[config.mk]
export PLATFORM = sky130hd
export DESIGN_NAME = pipibibs_eeprom
export DESIGN_NICKNAME = d
export VERILOG_FILES = /design/src/rtl/pipibibs_eeprom.sv
export SDC_FILE = /design/constraint.sdc
export NUM_CORES = 2
export LEC_CHECK = 0
export ABC_AREA = 0
export CELL_PAD_IN_SITES_DETAIL_PLACEMENT = 0
export CELL_PAD_IN_SITES_GLOBAL_PLACEMENT = 1
export CORE_MARGIN = 1
export CORE_UTILIZATION = 56
export DETAILED_ROUTE_END_ITERATION = 8
export PLACE_DENSITY = 0.86
export SYNTH_ARGS = -nofsm -noshare
export SYNTH_HDL_FRONTEND = slang
export SYNTH_SLANG_ARGS = --single-unit
[constraint.sdc]
create_clock -name CLK -period 9.2 [get_ports CLK]
set_clock_uncertainty 0.1 [all_clocks]
set_input_delay 1.84 -clock CLK [delete_from_list [all_inputs] [get_ports CLK]]
set_output_delay 1.84 -clock CLK [all_outputs]
set_load 0.01 [all_outputs]
[src/rtl/pipibibs_eeprom.sv]
// pipibibs_eeprom: 93C46-compatible 64x16 serial EEPROM responder with host NVRAM load/save port
module pipibibs_eeprom #(
  parameter int PROG_CYCLES = 64,
  parameter int SYNC_STAGES = 2
) (
  input  logic        CLK,
  input  logic        RESET,
  input  logic        EEPROM_SCLK,
  input  logic        EEPROM_SCS,
  input  logic        EEPROM_SDI,
  output logic        EEPROM_SDO,
  input  logic [5:0]  HOST_ADDR,
  input  logic [15:0] HOST_DIN,
  input  logic        HOST_WE,
  output logic [15:0] HOST_DOUT,
  output logic        BUSY
);
  localparam int PW = $clog2(PROG_CYCLES + 1);
  typedef enum logic [2:0] {IDLE, CMD, READ, WDATA, DONE, PROG} state_t;
  state_t state;
  logic [SYNC_STAGES-1:0] sclk_s, cs_s, sdi_s;
  logic sclk_d, cs, sdi, rise;
  logic [15:0] mem [64];
  logic [6:0] sr;
  logic [7:0] cmd_w;
  logic [3:0] cnt;
  logic [5:0] addr, s_wa;
  logic [15:0] data;
  logic wen, all_w, pend, prog_go, s_we;
  logic [PW-1:0] pcnt;
  assign cs = cs_s[SYNC_STAGES-1];
  assign sdi = sdi_s[SYNC_STAGES-1];
  assign rise = sclk_s[SYNC_STAGES-1] & ~sclk_d;
  assign cmd_w = {sr, sdi};
  // Serial program writes: single word (or word 0 of a bulk op) at CS fall, remaining bulk words during PROG
  always_comb begin
    prog_go = state == DONE && !cs && pend && wen;
    s_we = prog_go | (state == PROG && all_w && pcnt < PW'(63));
    s_wa = prog_go ? (all_w ? 6'd0 : addr) : pcnt[5:0] + 6'd1;
  end
  // Synchronizers and the serial protocol state machine
  always_ff @(posedge CLK) begin
    if (RESET) begin
      state <= IDLE;
      sclk_s <= '0;
      cs_s <= '0;
      sdi_s <= '0;
      sclk_d <= 1'b0;
      sr <= '0;
      cnt <= '0;
      addr <= '0;
      data <= '0;
      wen <= 1'b0;
      all_w <= 1'b0;
      pend <= 1'b0;
      pcnt <= '0;
      EEPROM_SDO <= 1'b1;
      BUSY <= 1'b0;
    end else begin
      sclk_s <= (sclk_s << 1) | SYNC_STAGES'(EEPROM_SCLK);
      cs_s <= (cs_s << 1) | SYNC_STAGES'(EEPROM_SCS);
      sdi_s <= (sdi_s << 1) | SYNC_STAGES'(EEPROM_SDI);
      sclk_d <= sclk_s[SYNC_STAGES-1];
      if (state == PROG) begin
        EEPROM_SDO <= ~cs;
        pcnt <= pcnt + 1'b1;
        if (pcnt == PW'(PROG_CYCLES - 1)) begin
          state <= IDLE;
          BUSY <= 1'b0;
        end
      end else if (!cs) begin
        EEPROM_SDO <= 1'b1;
        state <= prog_go ? PROG : IDLE;
        BUSY <= prog_go;
        pcnt <= '0;
      end else begin
        if (state == IDLE) EEPROM_SDO <= 1'b1;
        if (rise) begin
          case (state)
            IDLE: begin
              if (sdi) begin
                state <= CMD;
                cnt <= '0;
              end
            end
            CMD: begin
              sr <= cmd_w[6:0];
              cnt <= cnt + 4'd1;
              if (cnt == 4'd7) begin
                addr <= cmd_w[5:0];
                cnt <= '0;
                pend <= 1'b0;
                all_w <= 1'b0;
                case (cmd_w[7:6])
                  2'b10: begin
                    state <= READ;
                    data <= mem[cmd_w[5:0]];
                    EEPROM_SDO <= 1'b0;
                  end
                  2'b01: state <= WDATA;
                  2'b11: begin
                    state <= DONE;
                    data <= 16'hFFFF;
                    pend <= 1'b1;
                  end
                  default: begin
                    all_w <= cmd_w[5] ^ cmd_w[4];
                    state <= cmd_w[5:4] == 2'b01 ? WDATA : DONE;
                    pend <= cmd_w[5:4] == 2'b10;
                    data <= 16'hFFFF;
                    if (cmd_w[5] == cmd_w[4]) wen <= cmd_w[5];
                  end
                endcase
              end
            end
            READ: begin
              EEPROM_SDO <= data[15];
              cnt <= cnt + 4'd1;
              data <= cnt == 4'd15 ? mem[addr + 6'd1] : {data[14:0], 1'b0};
              if (cnt == 4'd15) addr <= addr + 6'd1;
            end
            WDATA: begin
              data <= {data[14:0], sdi};
              cnt <= cnt + 4'd1;
              if (cnt == 4'd15) begin
                state <= DONE;
                pend <= 1'b1;
              end
            end
            default: ;
          endcase
        end
      end
    end
  end
  // Memory array, not reset; serial program write takes priority over host load
  always_ff @(posedge CLK) begin
    if (HOST_WE) mem[HOST_ADDR] <= HOST_DIN;
    if (s_we) mem[s_wa] <= data;
  end
  // Host save read port with one cycle latency
  always_ff @(posedge CLK) begin
    if (RESET) HOST_DOUT <= '0;
    else HOST_DOUT <= mem[HOST_ADDR];
  end
endmodule
### After elaboration in Yosys (flattened, before gate mapping)

Memories as Yosys holds them, arrays and structs flattened. A register that Yosys moved wholly into a read port is not among the register bits.
Index checks and enable logic that the tools add are counted.

| operators by class | value |
|---|---|
| muxes and demuxes | 44 |
| reductions and logical operators | 23 |
| magnitude comparators | 1 |
| add/sub/neg operators | 4 |
| multipliers | 0 |
| div/mod/pow operators | 0 |
| equal/unequal tests | 26 |
| shift-type cells | 0 |
| bitwise operators | 10 |

Operators with widths:

| cell | count |
|---|---|
| case mux 16 bit (3 select lines) | 1 |
| two-way mux 16 bit | 2 |
| case mux 16 bit (2 select lines) | 1 |
| two-way mux 3 bit | 9 |
| two-way mux 6 bit | 4 |
| AND reduction 6 bit | 4 |
| case mux 3 bit (3 select lines) | 2 |
| two-way mux 1 bit | 16 |
| two-way mux 7 bit | 2 |
| adder 6 x 1 -> 6 bit, second input constant | 2 |
| != test 4 bit, second input constant | 3 |
| case mux 4 bit (3 select lines) | 1 |
| case mux 6 bit (2 select lines) | 1 |
| != test 2 bit, second input constant | 5 |
| AND reduction 5 bit | 2 |
| two-way mux 4 bit | 2 |
| adder 7 x 1 -> 7 bit, second input constant | 1 |
| == test 7 x 6 -> 1 bit, second input constant | 1 |
| less-than comparator 7 x 6 -> 1 bit, second input constant | 1 |
| AND reduction 7 bit | 1 |
| == test 2 bit, second input constant | 3 |
| == test 3 x 2 -> 1 bit, second input constant | 2 |
| == test 3 bit, second input constant | 2 |
| bitwise OR 2 x 1 -> 2 bit | 3 |
| other kinds (23) | 37 |

| word-level totals | value |
|---|---|
| input port bits | 28 |
| output and inout port bits | 18 |
| memory bits (read-only) | 0 |
| bits in writable memories | 1024 |
| memories kept | 1 |
| register bits | 55 |
| bits in latches | 0 |
| logic and storage cells | 124 |

Memory list:

| name | words | width | read ports | clocked after Yosys merged registers in | wr ports | RTL line | RTL |
|---|---|---|---|---|---|---|---|
| mem | 64 | 16 | 3 | 1 | 2 | 23 | `logic [15:0] mem [64];` |

### Depth between registers and ports, before layout

| logic depth | value |
|---|---|
| depth after elaboration | 8 |
| mapped depth | 12 |
| gate-level depth less buffers | 8 |

### Worst setup path after synthesis

No wires, ideal clock.

| path | value |
|---|---|
| path kind | input to register |
| start point | input HOST_ADDR[1] |
| end point | memory mem[47][0] (enable) |
| arrival time | 4584 ps |
| stages on the path | 7 |
| required time | 8689 ps |
| library setup time | 411 ps |
| buffers on the path | 5 |
| slack | 4105 ps |
| cells stage by stage | buf_2 buf_2 clkbuf_1 buf_2 buf_2 nand3_1 o21ai_0 |

RTL lines:

| element | RTL line | RTL |
|---|---|---|
| start: declaration | 12 | `input logic [5:0] HOST_ADDR,` |
| end: declaration | 23 |  |

==> impl_summary.log <==
INFO  metric fp.coreArea = 0.1257 mm2
INFO  metric htree_num_levels = 3
INFO  metric max_stage_delay = 820 ps
INFO  metric layout-drive-gt1-share = 42.98%
INFO  metric placed_cells_incl_taps = 6384
INFO  metric mappedNetlistArea = 0.07108 mm2
INFO  metric synth_enable_flop_cells = 1024
INFO  metric ctsRootBufferMaster = clkbuf_16
INFO  metric cellLeakagePower = 24.15 nW
INFO  metric ctsResizeCount = 0
INFO  metric critical_path_class = in -> reg
INFO  metric dp_worst_setup_slack = 2987 ps
INFO  metric route.layer.met1.wl = 95610 um
INFO  metric end_kind = flop
INFO  metric placement_rows = 130
INFO  metric clkSinkCount = 1095
INFO  metric met3_wirelength = 57070 um
INFO  metric async_flop_share = 0%
INFO  metric maxSlewHeadroom = -7.880%
INFO  metric synthDistinctLibCells = 83
INFO  metric met2RoutedLength = 122800 um
INFO  metric largest_cells_by_area_after_synthesis = edfxtp_1 43%, mux4_2 17%, mux2_2 16%
INFO  metric cts.hold.buffers_added = 0
INFO  metric portBuffers = 45
INFO  metric hold_violations = 0
INFO  metric fraction_of_synthesized_cell_area_taken_by_the_top_area_cell_type = 43.26%
INFO  metric cts_inserted_buffers = 120
INFO  metric mappedNetlistNets = 5216
INFO  metric drt_iter0_drc = 11690
INFO  metric drv.max_cap_violation_count = 1
INFO  metric final.period_utilization = 63.92%
INFO  metric synthFlopType = edfxtp_1
INFO  metric worst_pin_slew = 1615 ps
INFO  metric biggest_fanout_along_the_worst_timing_path = 33
INFO  metric yosysWarnings = 0
INFO  metric setup_tns_after_final_layout = 0 ps
INFO  metric gp_routability_congestion = 1.078
INFO  metric layout.cells.non_filler = 6618
INFO  metric detail_route.wl_per_cell = 45.48 um
INFO  metric tritoncts = done
INFO  metric crit_required = 9790 ps
INFO  metric power-per-cell-area = 149.9 mW/mm2
INFO  metric vias_in_the_first_global_route = 51400
INFO  metric synthCells = 5178
INFO  metric critical_path.n_buffers_inverters = 4
INFO  metric timing_max_transition_violations_final = 9
INFO  metric critical_path_cell_count = 10
INFO  metric remaining_drc_errors = 0
INFO  metric synth.ff_latch_count = 1095
INFO  metric timing.critical_path.slowest_stage_cell = a31oi_1
INFO  metric design_power_total = 11.50 mW
INFO  metric finalWirelength = 301000 um
INFO  metric first_pass_iters = 7
INFO  metric globalRouteOverflowTotal = 0
INFO  metric full_die_area = 0.1284 mm2
INFO  metric timing.critical_path.max_delay_family = buffers and inverters
INFO  metric path_cells = buf_2 > buf_4 > and3_4 > buf_4 > buf_4 > a22o_1 > a221oi_1 > a31oi_1 > nor4_1 > a31oi_1
INFO  metric setup_viol = 0
INFO  metric ant_nets = 0
INFO  metric total_number_of_vias = 55380
INFO  metric synth_common_cells = 1024 x edfxtp_1, 1020 x mux2_2, 552 x mux4_2
INFO  metric grt_start_max_net_pins = 109
INFO  metric die_h = 358.3 um
INFO  metric grt_first_pass_wirelength = 413800 um
INFO  metric max-clock-path-buffers = 3
INFO  metric hold_path_depth = 1
INFO  metric timing.critical_path.from_type = input pin
INFO  metric num-nets-final = 4894
INFO  metric vias_per_cell = 8.369
INFO  metric synth_area_leader_cell = edfxtp_1
INFO  metric dp_hpwl = 185300 um
INFO  metric rsz_0062_raised_after_global_routing = no
INFO  metric postSynthAreaPerCell = 13.73 um2
INFO  metric worstHoldPathType = reg -> reg
INFO  metric violations = max-capacitance violations, max-slew violations
INFO  metric period_needed = 5881 ps
INFO  metric top_achievable_clock_speed = 0.1700 GHz
INFO  metric fillers = 9460
INFO  metric clk_pin_slew_worst_paths = 60 ps
INFO  metric grt_antenna_before_repair = 27
INFO  metric design.portCount = 46
INFO  metric irDropWorstVdd = 0.2143 mV
INFO  metric arrival = 6470 ps
INFO  metric worst_skew_pair_later_pin_latency = 800 ps
INFO  metric die_w = 358.3 um
INFO  metric yosysMostFrequentCell = edfxtp_1
INFO  metric status = finished with violations
INFO  metric globalRouteTotalUtil = 46.44%
INFO  metric finalCoreUtilization = 61.02%
INFO  metric cp_common_cell = buf_4
INFO  metric postCtsSetupRepairBufs = 0
INFO  metric rr_worst_depth = 9
INFO  metric synth_sequential_area_ratio = 45.26%
INFO  metric area_delta_synth_final = 7.944%
INFO  metric dr.max_layer_used = met5
INFO  metric timing.final.ws_setup = 3319 ps
INFO  metric initial_standard_cell_utilization_of_the_core = 56.53%
[kinds of logic after synthesis]
group / count (synthesis) / share of synthesized area, %
flip-flops: 1095 / 45.26
XOR/XNOR: 11 / 0.1355
adder cells (fa/ha/maj): 10 / 0.1760
AND/OR/NAND/NOR: 792 / 5.767
AO/OA/AOI/OAI: 929 / 9.527
buffers and inverters: 665 / 3.952
multiplexers: 1676 / 35.18
[cell type report]
class,count,area (um2),share of cell area [%]
Sequential cell,1095,32240,42.02
Clock buffer,149,3152,4.108
Timing Repair Buffer,211,1782,2.322
Inverter,10,40.04,0.05219
Clock inverter,75,892.1,1.163
Multi-Input combinational cell,3418,36530,47.61
Tap cell,1650,2064,2.691
Antenna cell,10,25.02,0.03262
[layout by cell type, fill, tap and decap left out, types with 14 or more instances in the layout]
cell type and n:
a31oi_1 113, a221oi_1 110, mux2_1 20, dfxtp_4 16, mux2_2 1020, nor3_1 18
o21bai_2 17, o21ai_2 45, nand2_4 32, nand2_1 329, and3_1 27, mux2i_1 81
nand4_1 39, edfxtp_1 1024, a22o_1 102, nor2_1 88, clkbuf_16 120, mux4_2 552
buf_4 152, a22oi_1 287, nor4_1 14, buf_2 20, clkdlybuf4s50_1 24, clkinv_1 16
buf_12 15, bufinv_16 17, dfxtp_1 50, nor2b_1 20, clkinv_2 19, a21oi_1 97
a311oi_1 24, o21ai_0 39, nand3_1 118, clkbuf_1 25
[final timing paths]
| path | endpoint | slack [ps] | from |
|---|---|---|---|
| max | HOST_DOUT[12]$_SDFF_PP0_ | 3320 | HOST_ADDR[1] |
| max reg2reg | mem[62][8]$_DFFE_PP_ | 3530 | state[0]$_SDFFE_PP0P_ |
| min reg2reg | cs_s[1]$_SDFF_PP0_ | 360 | cs_s[0]$_SDFF_PP0_ |
| min | cs_s[1]$_SDFF_PP0_ | 360 | cs_s[0]$_SDFF_PP0_ |
[flip-flops by register name, summed over array words and instances (netlist names)]
name / count
BUSY: 1
pcnt: 7
sclk_s: 2
all_w: 1
sr: 7
cnt: 4
cs_s: 2
data: 16
sdi_s: 2
addr: 6
pend: 1
EEPROM_SDO: 1
sclk_d: 1
HOST_DOUT: 16
state: 3
wen: 1
mem: 1024
[per-stage QoR]
step / hold WS [ps] / area [um2]
2_1_floorplan: 313.8 / 71080
3_3_place_gp: 330.3 / 72640
3_5_place_dp: 343.6 / 72640
4_1_cts: 356.3 / 76690
5_1_grt: 373.1 / 76700
6_report: 357.0 / 76720
[worst register-to-register path, stage by stage (launching register included)]
cell and delay (ps):
dfxtp_1 310, buf_4 260, nor2b_1 630, nand2_1 440, a2111oi_4 490, a32oi_2 280, nor3_4 1060, and2_1 1080
o21bai_2 290, buf_4 380
[power by group]
| group | total (mW) | internal (mW) | switching (mW) |
|---|---|---|---|
| clock network | 5.12 | 2.91 | 2.21 |
| logic | 0.875 | 0.348 | 0.528 |
| registers | 5.50 | 5.46 | 0.0397 |
[layer usage]
metal	global-route usage (%)	up-vias
met4	27.97	34
li1	-	20520
met3	22.58	1404
met2	64.64	5976
met5	1.407	-
met1	58.10	27460
(Power assumes the default switching activity.)
